**config.mk**
```make
export PLATFORM = sky130hd
export DESIGN_NAME = font_rom_arbiter
export DESIGN_NICKNAME = d
export VERILOG_FILES = /design/src/rtl/font_rom_arbiter.sv
export SDC_FILE = /design/constraint.sdc
export NUM_CORES = 1
export LEC_CHECK = 0
export ABC_AREA = 0
export BUFFER_PORTS_ARGS = -buffer_cell sky130_fd_sc_hd__buf_2
export CORE_AREA = 5 5 83 85
export CTS_CLUSTER_SIZE = 20
export DETAILED_ROUTE_END_ITERATION = 12
export DIE_AREA = 0 0 88 90
export HOLD_SLACK_MARGIN = 0.03
export REMOVE_ABC_BUFFERS = 1
export SLEW_MARGIN = 20
export SYNTH_ARGS = -nofsm -noshare
export SYNTH_HDL_FRONTEND = slang
export SYNTH_SLANG_ARGS = --single-unit
```
**constraint.sdc**
```tcl
create_clock -name clk -period 3.2 [get_ports clk]
set_input_delay 0.64 -clock clk [delete_from_list [all_inputs] [get_ports clk]]
set_output_delay 0.64 -clock clk [all_outputs]
set_load 0.05 [all_outputs]
```
**src/rtl/font_rom_arbiter.sv**
```systemverilog
// Round-robin arbiter sharing one combinational glyph ROM between N_REQ text clients.
// Supports locked string bursts (capped at MAX_BURST beats) and a one-cycle registered response.
module font_rom_arbiter #(
  parameter int N_REQ     = 4,
  parameter int CODE_W    = 8,
  parameter int GLYPH_W   = 15,
  parameter int MAX_BURST = 8
) (
  input  logic                      clk,
  input  logic                      reset,
  input  logic [N_REQ-1:0]          req,
  input  logic [N_REQ-1:0]          req_lock,
  input  logic [N_REQ*CODE_W-1:0]   req_code,
  output logic [N_REQ-1:0]          gnt,
  output logic [N_REQ-1:0]          rsp_valid,
  output logic [GLYPH_W-1:0]        rsp_data,
  output logic [CODE_W-1:0]         rom_code,
  input  logic [GLYPH_W-1:0]        rom_data
);

  localparam int PTR_W = (N_REQ > 1) ? $clog2(N_REQ) : 1;
  localparam int CNT_W = 8;
  localparam logic [CODE_W-1:0] SPACE_CODE = CODE_W'(8'h20);
  localparam logic [CNT_W-1:0]  MAX_CNT    = CNT_W'(MAX_BURST);
  localparam logic [PTR_W:0]    N_WIDE     = (PTR_W+1)'(N_REQ);
  localparam logic [PTR_W-1:0]  LAST_IDX   = PTR_W'(N_REQ-1);

  typedef enum logic {ST_IDLE, ST_LOCKED} state_t;

  state_t             state_q, state_d;
  logic [PTR_W-1:0]   rr_ptr_q, rr_ptr_d;
  logic [PTR_W-1:0]   owner_q, owner_d;
  logic [CNT_W-1:0]   beat_cnt_q, beat_cnt_d;
  logic [N_REQ-1:0]   rsp_valid_q, rsp_valid_d;
  logic [GLYPH_W-1:0] rsp_data_q, rsp_data_d;

  logic [CODE_W-1:0]  code_arr [N_REQ];
  logic               pick_valid;
  logic [PTR_W-1:0]   pick_idx;
  logic [PTR_W:0]     scan_idx;
  logic               grant_any;
  logic [PTR_W-1:0]   grant_idx;

  for (genvar gi = 0; gi < N_REQ; gi++) begin : g_code
    assign code_arr[gi] = req_code[gi*CODE_W +: CODE_W];
  end

  function automatic logic [PTR_W-1:0] wrap_inc(input logic [PTR_W-1:0] p);
    return (p == LAST_IDX) ? '0 : p + PTR_W'(1);
  endfunction

  // First requester at or after rr_ptr, wrapping around the client list.
  always_comb begin
    pick_valid = 1'b0;
    pick_idx   = '0;
    scan_idx   = '0;
    for (int k = 0; k < N_REQ; k++) begin
      scan_idx = {1'b0, rr_ptr_q} + (PTR_W+1)'(k);
      if (scan_idx >= N_WIDE) begin
        scan_idx = scan_idx - N_WIDE;
      end
      if (!pick_valid && req[scan_idx[PTR_W-1:0]]) begin
        pick_valid = 1'b1;
        pick_idx   = scan_idx[PTR_W-1:0];
      end
    end
  end

  always_comb begin
    state_d    = state_q;
    rr_ptr_d   = rr_ptr_q;
    owner_d    = owner_q;
    beat_cnt_d = beat_cnt_q;
    grant_any  = 1'b0;
    grant_idx  = '0;
    gnt        = '0;
    rom_code   = SPACE_CODE;
    if (!reset) begin
      case (state_q)
        ST_IDLE: begin
          if (pick_valid) begin
            grant_any = 1'b1;
            grant_idx = pick_idx;
            if (req_lock[pick_idx] && (MAX_BURST > 1)) begin
              state_d    = ST_LOCKED;
              owner_d    = pick_idx;
              beat_cnt_d = CNT_W'(1);
            end else begin
              rr_ptr_d = wrap_inc(pick_idx);
            end
          end
        end
        ST_LOCKED: begin
          // Owner dropping req ends the burst with a one-cycle bubble.
          if (req[owner_q]) begin
            grant_any  = 1'b1;
            grant_idx  = owner_q;
            beat_cnt_d = beat_cnt_q + CNT_W'(1);
            if (!req_lock[owner_q] || (beat_cnt_q + CNT_W'(1) == MAX_CNT)) begin
              state_d  = ST_IDLE;
              rr_ptr_d = wrap_inc(owner_q);
            end
          end else begin
            state_d  = ST_IDLE;
            rr_ptr_d = wrap_inc(owner_q);
          end
        end
        default: state_d = ST_IDLE;
      endcase
    end
    if (grant_any) begin
      gnt[grant_idx] = 1'b1;
      rom_code       = code_arr[grant_idx];
    end
  end

  always_comb begin
    rsp_valid_d = gnt;
    rsp_data_d  = grant_any ? rom_data : rsp_data_q;
  end

  always_ff @(posedge clk or posedge reset) begin
    if (reset) begin
      state_q     <= ST_IDLE;
      rr_ptr_q    <= '0;
      owner_q     <= '0;
      beat_cnt_q  <= '0;
      rsp_valid_q <= '0;
      rsp_data_q  <= '0;
    end else begin
      state_q     <= state_d;
      rr_ptr_q    <= rr_ptr_d;
      owner_q     <= owner_d;
      beat_cnt_q  <= beat_cnt_d;
      rsp_valid_q <= rsp_valid_d;
      rsp_data_q  <= rsp_data_d;
    end
  end

  assign rsp_valid = rsp_valid_q;
  assign rsp_data  = rsp_data_q;

endmodule
```
; After elaboration in Yosys (flattened, before gate mapping)
; Cells that the tools add are included.
[word_totals]
reg_bits = 32
input_bits = 57
out_inout_bits = 31
elab_cells = 109
[op_classes]
addsub = 10
n_lt_le_gt_ge = 13
n_eq_ne = 8
muxes = 57
n_bitwise = 3
n_reduce_logical = 12
[ops]
columns = operator, count
row1 = 2-to-1 mux 8 bit, 6
row2 = 2-to-1 mux 2 bit, 17
row3 = less-than comparator 2 x 3 -> 1 bit (second input constant), 7
row4 = 2-to-1 mux 1 bit, 19
row5 = binary-select mux 8 bit (select 2 bit), 1
row6 = one-hot mux 8 bit (2 select lines), 1
row7 = binary-select mux 1 bit (select 2 bit), 7
row8 = >= comparator 3 bit (second input constant), 4
row9 = AND reduction 4 bit, 3
row10 = adder 8 x 1 -> 8 bit (second input constant), 1
row11 = == test 8 x 4 -> 1 bit (second input constant), 1
row12 = one-hot mux 2 bit (2 select lines), 2
row13 = subtractor 2 x 1 -> 2 bit (second input constant), 4
row14 = adder 2 x 2 -> 3 bit (second input constant), 2
row15 = inequality test 2 bit (second input constant), 3
row16 = adder 2 x 1 -> 2 bit (second input constant), 2
row17 = == test 2 bit (second input constant), 2
row18 = logical AND 1 bit, 4
row19 = logical NOT 1 bit, 4
row20 = 2-to-1 mux 4 bit, 1
row21 = one-hot mux 1 bit (2 select lines), 2
row22 = adder 2 x 1 -> 3 bit (second input constant), 1
row23 = >= comparator 2 x 3 -> 1 bit (second input constant), 1
row24 = inequality test 3 x 2 -> 1 bit (second input constant), 1
row25 = other kinds (6), 7

; Depth between registers and ports, before layout
; Gate-level depths: netlist of run 1.
[depth]
depth_word = 22
ltp_mapped = 8
ltp_nobuf = 7

; Worst setup path after synthesis of run 1
; OpenSTA, ideal clock, no wires.
[synth_path]
kind = input port to output port
startpoint = input port reset
endpoint = output port rom_code[0]
arrival_ns = 2.851
required_time_ns = 2.560
slack_ns = -0.291
stages = 6
path_buffers = 2
path_cell_list = inv_1 -> o21ai_1 -> buf_4 -> buf_6 -> mux2i_1 -> o22ai_1
[synth_between]
elab_chain_cells = 6
word_cells_on_any_way = 7
classes_between = 6 x mux / 1 x bitwise
[synth_lines]
columns = item, line_no
row1 = "start, declared", 10  ; input logic reset,
row2 = 2-to-1 mux 2 bit, 78  ; if (!reset) begin
row3 = inverter 2 -> 3 bit (implied by the code), 113  ; rom_code = code_arr[grant_idx];
row4 = binary-select mux 8 bit (select 2 bit), 113
row5 = 2-to-1 mux 8 bit (implied by the code) (2 in a row), 113
row6 = 2-to-1 mux 8 bit (*), 111  ; if (grant_any) begin
row7 = "end, declared", 17  ; output logic [CODE_W-1:0] rom_code,
; Every way passes the cells marked *; elsewhere a longest branch is shown, timed or not. The select of a mux whose other input is x is not followed.

; Worst setup path after layout of run 1
[layout_path]
startpoint = input port req[2]
endpoint = output port rom_code[5]
[layout_between]
elab_chain_cells = 20
word_cells_on_any_way = 37
classes_between = 30 x mux / 1 x bitwise / 6 x reduce/logical
[layout_lines]
columns = item, line_no
row1 = "start, declared", 11  ; input logic [N_REQ-1:0] req,
row2 = binary-select mux 1 bit (select 2 bit), 62  ; if (!pick_valid && req[scan_idx[PTR_W-1:0]]) begin
row3 = 2-to-1 mux 1 bit (implied by the code), 62
row4 = 2-to-1 mux 1 bit, 62
row5 = logical NOT 1 bit, 62
row6 = logical AND 1 bit, 62
row7 = 2-to-1 mux 1 bit, 62
row8 = logical NOT 1 bit, 62
row9 = logical AND 1 bit, 62
row10 = (+3 left out), n/a
row11 = 2-to-1 mux 2 bit or 2-to-1 mux 1 bit (tied branches), 62
row12 = 2-to-1 mux 2 bit, 81  ; if (pick_valid) begin
row13 = one-hot mux 2 bit (2 select lines), 79  ; case (state_q)
row14 = 2-to-1 mux 2 bit, 78
row15 = inverter 2 -> 3 bit (implied by the code), 113
row16 = binary-select mux 8 bit (select 2 bit), 113
row17 = 2-to-1 mux 8 bit (implied by the code) (2 in a row), 113
row18 = 2-to-1 mux 8 bit (*), 111
; Marked as above.

==> results of run 1 <==
## final timing paths
kind | end | slack [ps] | cells past startpoint
min reg2reg | rsp_data[6] | 500 | 1
max reg2reg | rr_ptr_q[0] | 980 | 7
min | rsp_valid[2] | 280 | 2
min in group clk | rsp_data[6] | 500 | 1
max in group asynchronous | rsp_data[10] | 2290 | 3
max | rom_code[5] | 160 | 8
## cells by family after synthesis
group | count (synthesis) | share of synthesized area, %
buf+inv | 16 | 3.60
fa+ha+maj | 3 | 1.86
compound gates | 43 | 15.5
simple gates | 58 | 15.7
flops | 32 | 39.8
mux | 41 | 23.2
xor+xnor | 1 | 0.435
## flip-flops by register name, summed over array words and instances, names as in the netlist
register	count
beat_cnt_q	8
state_q	1
rsp_valid	4
owner_q	2
rsp_data	15
rr_ptr_q	2
## final cells by class
cell class / instances / share of cell area [%]
flip-flops and latches: 32 / 29.6
inverters: 8 / 1.11
repair buffers: 98 / 19.1
clock buffers: 5 / 2.54
well taps: 77 / 3.56
multi-input cells: 146 / 42.5
clock inverters: 3 / 1.57
## placed cells by master (no fill, tap or decap), types with 2 or more instances in the layout
cell	synthesis	layout
a211o_1	2	2
a21oi_1	4	4
a31oi_1	8	8
and2b_1	2	2
and3_1	2	2
buf_2	1	87
buf_4	1	11
clkbuf_8	0	5
dfrtp_1	32	32
ha_1	3	3
inv_1	8	8
mux2_1	2	2
mux2_2	19	19
mux2i_1	17	17
mux4_2	2	2
nand2_1	13	13
nand2b_1	4	4
nand3_1	5	5
nand4_1	3	3
nor2_1	9	9
nor2b_1	3	3
nor3_1	5	5
o211ai_1	2	2
o21ai_0	6	6
o22ai_1	7	7
o31ai_1	2	2
## stage by stage
step	setup slack, ps	instances
2_1_floorplan	-847	186
3_3_place_gp	139	361
3_5_place_dp	141	361
4_1_cts	140	369
5_1_grt	15.2	369
6_report	165	369
## repair_timing
item | 4_1_cts | 5_1_grt
gates resized for setup | 0 | 1
endpoints found under the hold margin | 0 | 0
hold buffers | 0 | 0
setup endpoints to repair | 0 | 7
## where the power goes
part           switching (mW)  internal [mW]
Combinational           0.985          0.524
Clock                   0.158          0.230
Sequential              0.126          0.558
## per-layer routing
layer | vias to the layer above | wire, µm
li1 | 923 | -
met1 | 860 | 2170
met2 | 74 | 2470
met5 | - | 0
met4 | 0 | 43
met3 | 7 | 426
==> summary.txt, run 1 <==
met1 usage - 17.6%
CTS tree - done
number of diodes - 0
crit-path cells - buf_2 > and2b_1 > a311oi_2 > nor3_1 > o21ai_2 > mux2_2 > o22a_1 > buf_2
critical path class - in2out
Routed Antenna Nets - 0
cell with the most instances after synthesis - dfrtp_1
row count - 29
total power draw - 2.58 mW
remaining global-route overflow - 0
r2r startpoint - rr_ptr_q[1]
crit path DAT - 2400 ps
# Max-Cap Violations - 0
Most used DFF post-synth - dfrtp_1
hold slack - 278 ps
Root Buffer - clkbuf_8
most used cell along the critical path - buf_2
post-route cell area - 0.00271 mm²
WL/cell - 13.9 µm
via total after detailed routing - 1864
fraction of registers with async set/reset - 100%
register area - 801 µm²
data required time at the worst endpoint - 2560 ps
Layout area overhead - 34.3%
I/O pin count - 88
Mean Syn Cell Area - 10.4 µm²
Top delay family on crit path - compound AO/OA/AOI/OAI gates
Final Max Slew Viols - 0
CTS Buf Count - 5
ranking of synthesized cells by instance count - dfrtp_1 (32), mux2_2 (19), mux2i_1 (17)
slowest cell delay on critical path - 380 ps
fin crit share - 94.8%
min-delay worst type - in2async
First-pass DRT Iterations - 4
busiest grt layer - met2
initial core utilization - 32.9%
post-CTS setup buffers - 0
worst IR drop on VDD - 679 µV
Post-synth EDFFs - 0
Slew @ Worst Pin - 390 ps
share of the synthesized area in the top cell type - 39.8%
Leak - 1.36 nW
Synth area leaders - dfrtp_1 (40%), mux2_2 (11%), mux2i_1 (8.4%)
sequential-to-total area share from yosys stat - 39.8%
DIE HEIGHT - 90 µm
nets - 351
GRT met3 Usage - 5.30%
full die area - 0.00792 mm²
IO buf count - 87
setup TNS - 0 ps
Syn. warnings - 0
Syn Std Cell Area - 0.00201 mm²
Final min period - 3040 ps
Core Footprint - 0.00613 mm²
Starting DRT DRC Count - 127
crit path launch - req[2]
vias per cell - 5.05
Layout fillers - 581
Total Routed Length - 5120 µm
Max Clk Rate - 0.329 GHz
# clock sinks - 32
post-synth top area cell - dfrtp_1
Worst Setup Start Kind - input pin
CTS Buffer Depth - 2
vias in the first global route - 1914
DP HPWL - 4060 µm
Die Width - 88 µm
worst path buffer plus inverter count - 2
nature of the critical path endpoint - primary output
clk slew on worst S/H paths - 70 ps
number of distinct library cells after synthesis - 51
post-synthesis cell count - 194
Layout Skew - 7.28 ps
max_slew headroom - 73.6%
total track usage - 13.6%
final core occ - 44.1%
peak fanout along the critical path - 7
first-pass GRT wire length - 8760 µm
Pwr per Cell Area - 954 mW/mm²
Routability Congestion - 0.806
Critical Path Slowest Stage Cell - mux2_2
largest net degree at the start of global routing - 33
GR Util met2 - 21.5%
fraction of layout cells with a size suffix above 1 - 46.9%
clk_lat worst skew - 290 ps
final hold vios - 0
status - finished, final reports clean
H-tree Lvls - 2
DR DRC count - 0
# setup viols final - 0
area of the multi-input gates - 0.00115 mm²
initial antenna violation count - 0
Yosys reg bits - 32
DP Area - 0.00259 mm²
RSZ-0062 raised after global routing - false
Power figures use the tool's default switching activity.
==> inputs of run 2 (changes only) <==
Settings changed: CTS_BUF_LIST set to sky130_fd_sc_hd__clkbuf_16.
==> run 2 against run 1 <==
Global-route usage grew 0.14 points. Clock-buffer cell count unchanged. Total power up 6.0%. Critical path depth did not move. Sequential share of layout area decreased by 0.60 points. Clock skew decreased by 3.7 ps. Highest routed layer unchanged.
==> summary.txt, run 2 (synthesis gave the netlist of run 1 again) <==
status - finished, final reports clean (unchanged)
commonest cells after routing, fill and taps aside - buf_2 (87), dfrtp_1 (32), mux2_2 (19), mux2i_1 (17), nand2_1 (13) (unchanged)
post-CTS setup buffers - 0 (unchanged)
full die area - 0.00792 mm² (unchanged)
Root Buffer - clkbuf_16 (was clkbuf_8)
remaining global-route overflow - 0 (unchanged)
Leak - 1.38 nW (was 1.36 nW)
nature of the critical path endpoint - primary output (unchanged)
RSZ-0062 raised after global routing - false (unchanged)
H-tree Lvls - 2 (unchanged)
largest net degree at the start of global routing - 33 (unchanged)
peak fanout along the critical path - 7 (unchanged)
# clock sinks - 32 (unchanged)
# setup viols final - 0 (unchanged)
final core occ - 45.1% (was 44.1%)
CTS Hold Bufs - 0 (unchanged)
Post-Layout Cell Count - 369 (unchanged)
# Max-Cap Violations - 0 (unchanged)
Final min period - 3030 ps (was 3040 ps)
fraction of layout cells with a size suffix above 1 - 46.9% (unchanged)
crit path DAT - 2390 ps (was 2400 ps)
Slew @ Worst Pin - 391 ps (was 390 ps)
nets - 351 (unchanged)
Worst Setup Start Kind - input pin (unchanged)
Layout area overhead - 37.1% (was 34.3%)
Max Clk Rate - 0.330 GHz (was 0.329 GHz)
total power draw - 2.74 mW (was 2.58 mW)
Final Max Slew Viols - 0 (unchanged)
Die Width - 88 µm (unchanged)
via total after detailed routing - 1867 (was 1864)
DR DRC count - 0 (unchanged)
number of diodes - 0 (unchanged)
final hold vios - 0 (unchanged)
DIE HEIGHT - 90 µm (unchanged)
Starting DRT DRC Count - 111 (was 127)
Layout Skew - 3.63 ps (was 7.28 ps)
vias per cell - 5.06 (was 5.05)
Routed Antenna Nets - 0 (unchanged)
CTS tree - done (unchanged)
worst IR drop on VDD - 727 µV (was 679 µV)
Routability Congestion - 0.806 (unchanged)
I/O pin count - 88 (unchanged)
CTS Buf Count - 5 (unchanged)
initial antenna violation count - 0 (unchanged)
initial core utilization - 32.9% (unchanged)
clk slew on worst S/H paths - 50 ps (was 70 ps)
row count - 29 (unchanged)
max_slew headroom - 73.6% (about the same)
WL/cell - 14.1 µm (was 13.9 µm)
total track usage - 13.7% (was 13.6%)
Core Footprint - 0.00613 mm² (unchanged)
data required time at the worst endpoint - 2560 ps (about the same)
IO buf count - 87 (unchanged)
DP HPWL - 4060 µm (unchanged)
first-pass GRT wire length - 8790 µm (was 8760 µm)
cell count after placement - 361 (unchanged)
clk_lat worst skew - 280 ps (was 290 ps)
First-pass DRT Iterations - 4 (unchanged)
vias in the first global route - 1931 (was 1914)
leading cell type in the layout, fill and taps excluded - buf_2 (unchanged)
min-delay worst type - in2async (unchanged)
critical path class - in2out (unchanged)
Pwr per Cell Area - 990 mW/mm² (was 954 mW/mm²)
Total Routed Length - 5190 µm (was 5120 µm)
fin crit share - 94.8% (about the same)
CTS Buffer Depth - 2 (unchanged)
max FFs per register - 15 (unchanged)
run 2: cell counts in the layout (fill, tap and decap cells not counted):
Identical to the previous run, type by type.
run 2: what timing repair did:
item | 4_1_cts | 5_1_grt
endpoints found under the hold margin | 0 | 0
resized for setup | 0 | 1
endpoints found under the setup margin | 0 | 4
run 2: metrics by stage:
stage / TNS [ps] / area, µm² / hold slack [ps] / worst slack [ps]
floorplan: -9470 / 1970 / 491 / -847
global placement: 0 / 2590 / 484 / 139
detailed placement: 0 / 2590 / 491 / 141
CTS: 0 / 2760 / 280 / 140
global route: 0 / 2760 / 305 / 15.2
finish: 0 / 2760 / 293 / 168
run 2: worst max-delay path, cell delays in order:
cell and delay (ps):
buf_2 140, and2b_1 170, a311oi_2 270, nor3_1 110, o21ai_2 290, mux2_2 380
o22a_1 190, buf_2 200
run 2: worst paths after layout:
path / slack [ps] / from / cells past startpoint / endpoint
setup / recovery: 170 / req[2] / 8 / rom_code[5]
hold / removal: 290 / reset / 2 / rsp_valid[2]
setup reg to reg: 990 / rr_ptr_q[1] / 7 / rr_ptr_q[0]
hold reg to reg: 500 / rsp_data[6] / 1 / rsp_data[6]
max in group asynchronous: 2280 / reset / 3 / beat_cnt_q[6]
min in group clk: 500 / rsp_data[6] / 1 / rsp_data[6]
run 2: cell type report:
cell class	instances	area, µm²
Clock inverter	3	42.5
Tap cell	77	96.3
Sequential cell	32	801
Fill cell	574	3370
Clock buffer	5	125
Timing Repair Buffer	98	518
Multi-Input combinational cell	146	1150
Inverter	8	30.0
run 2: where the power goes:
group | internal, mW | switching (mW)
Clock | 0.365 | 0.174
Combinational | 0.524 | 0.987
Sequential | 0.559 | 0.126
run 2: metal layers:
metal  GRT usage [%]  share of wire (%)
met2            22.1                 48
met3            5.30                8.7
met5               0                  0
met4            2.69               0.81
met1            17.3                 42
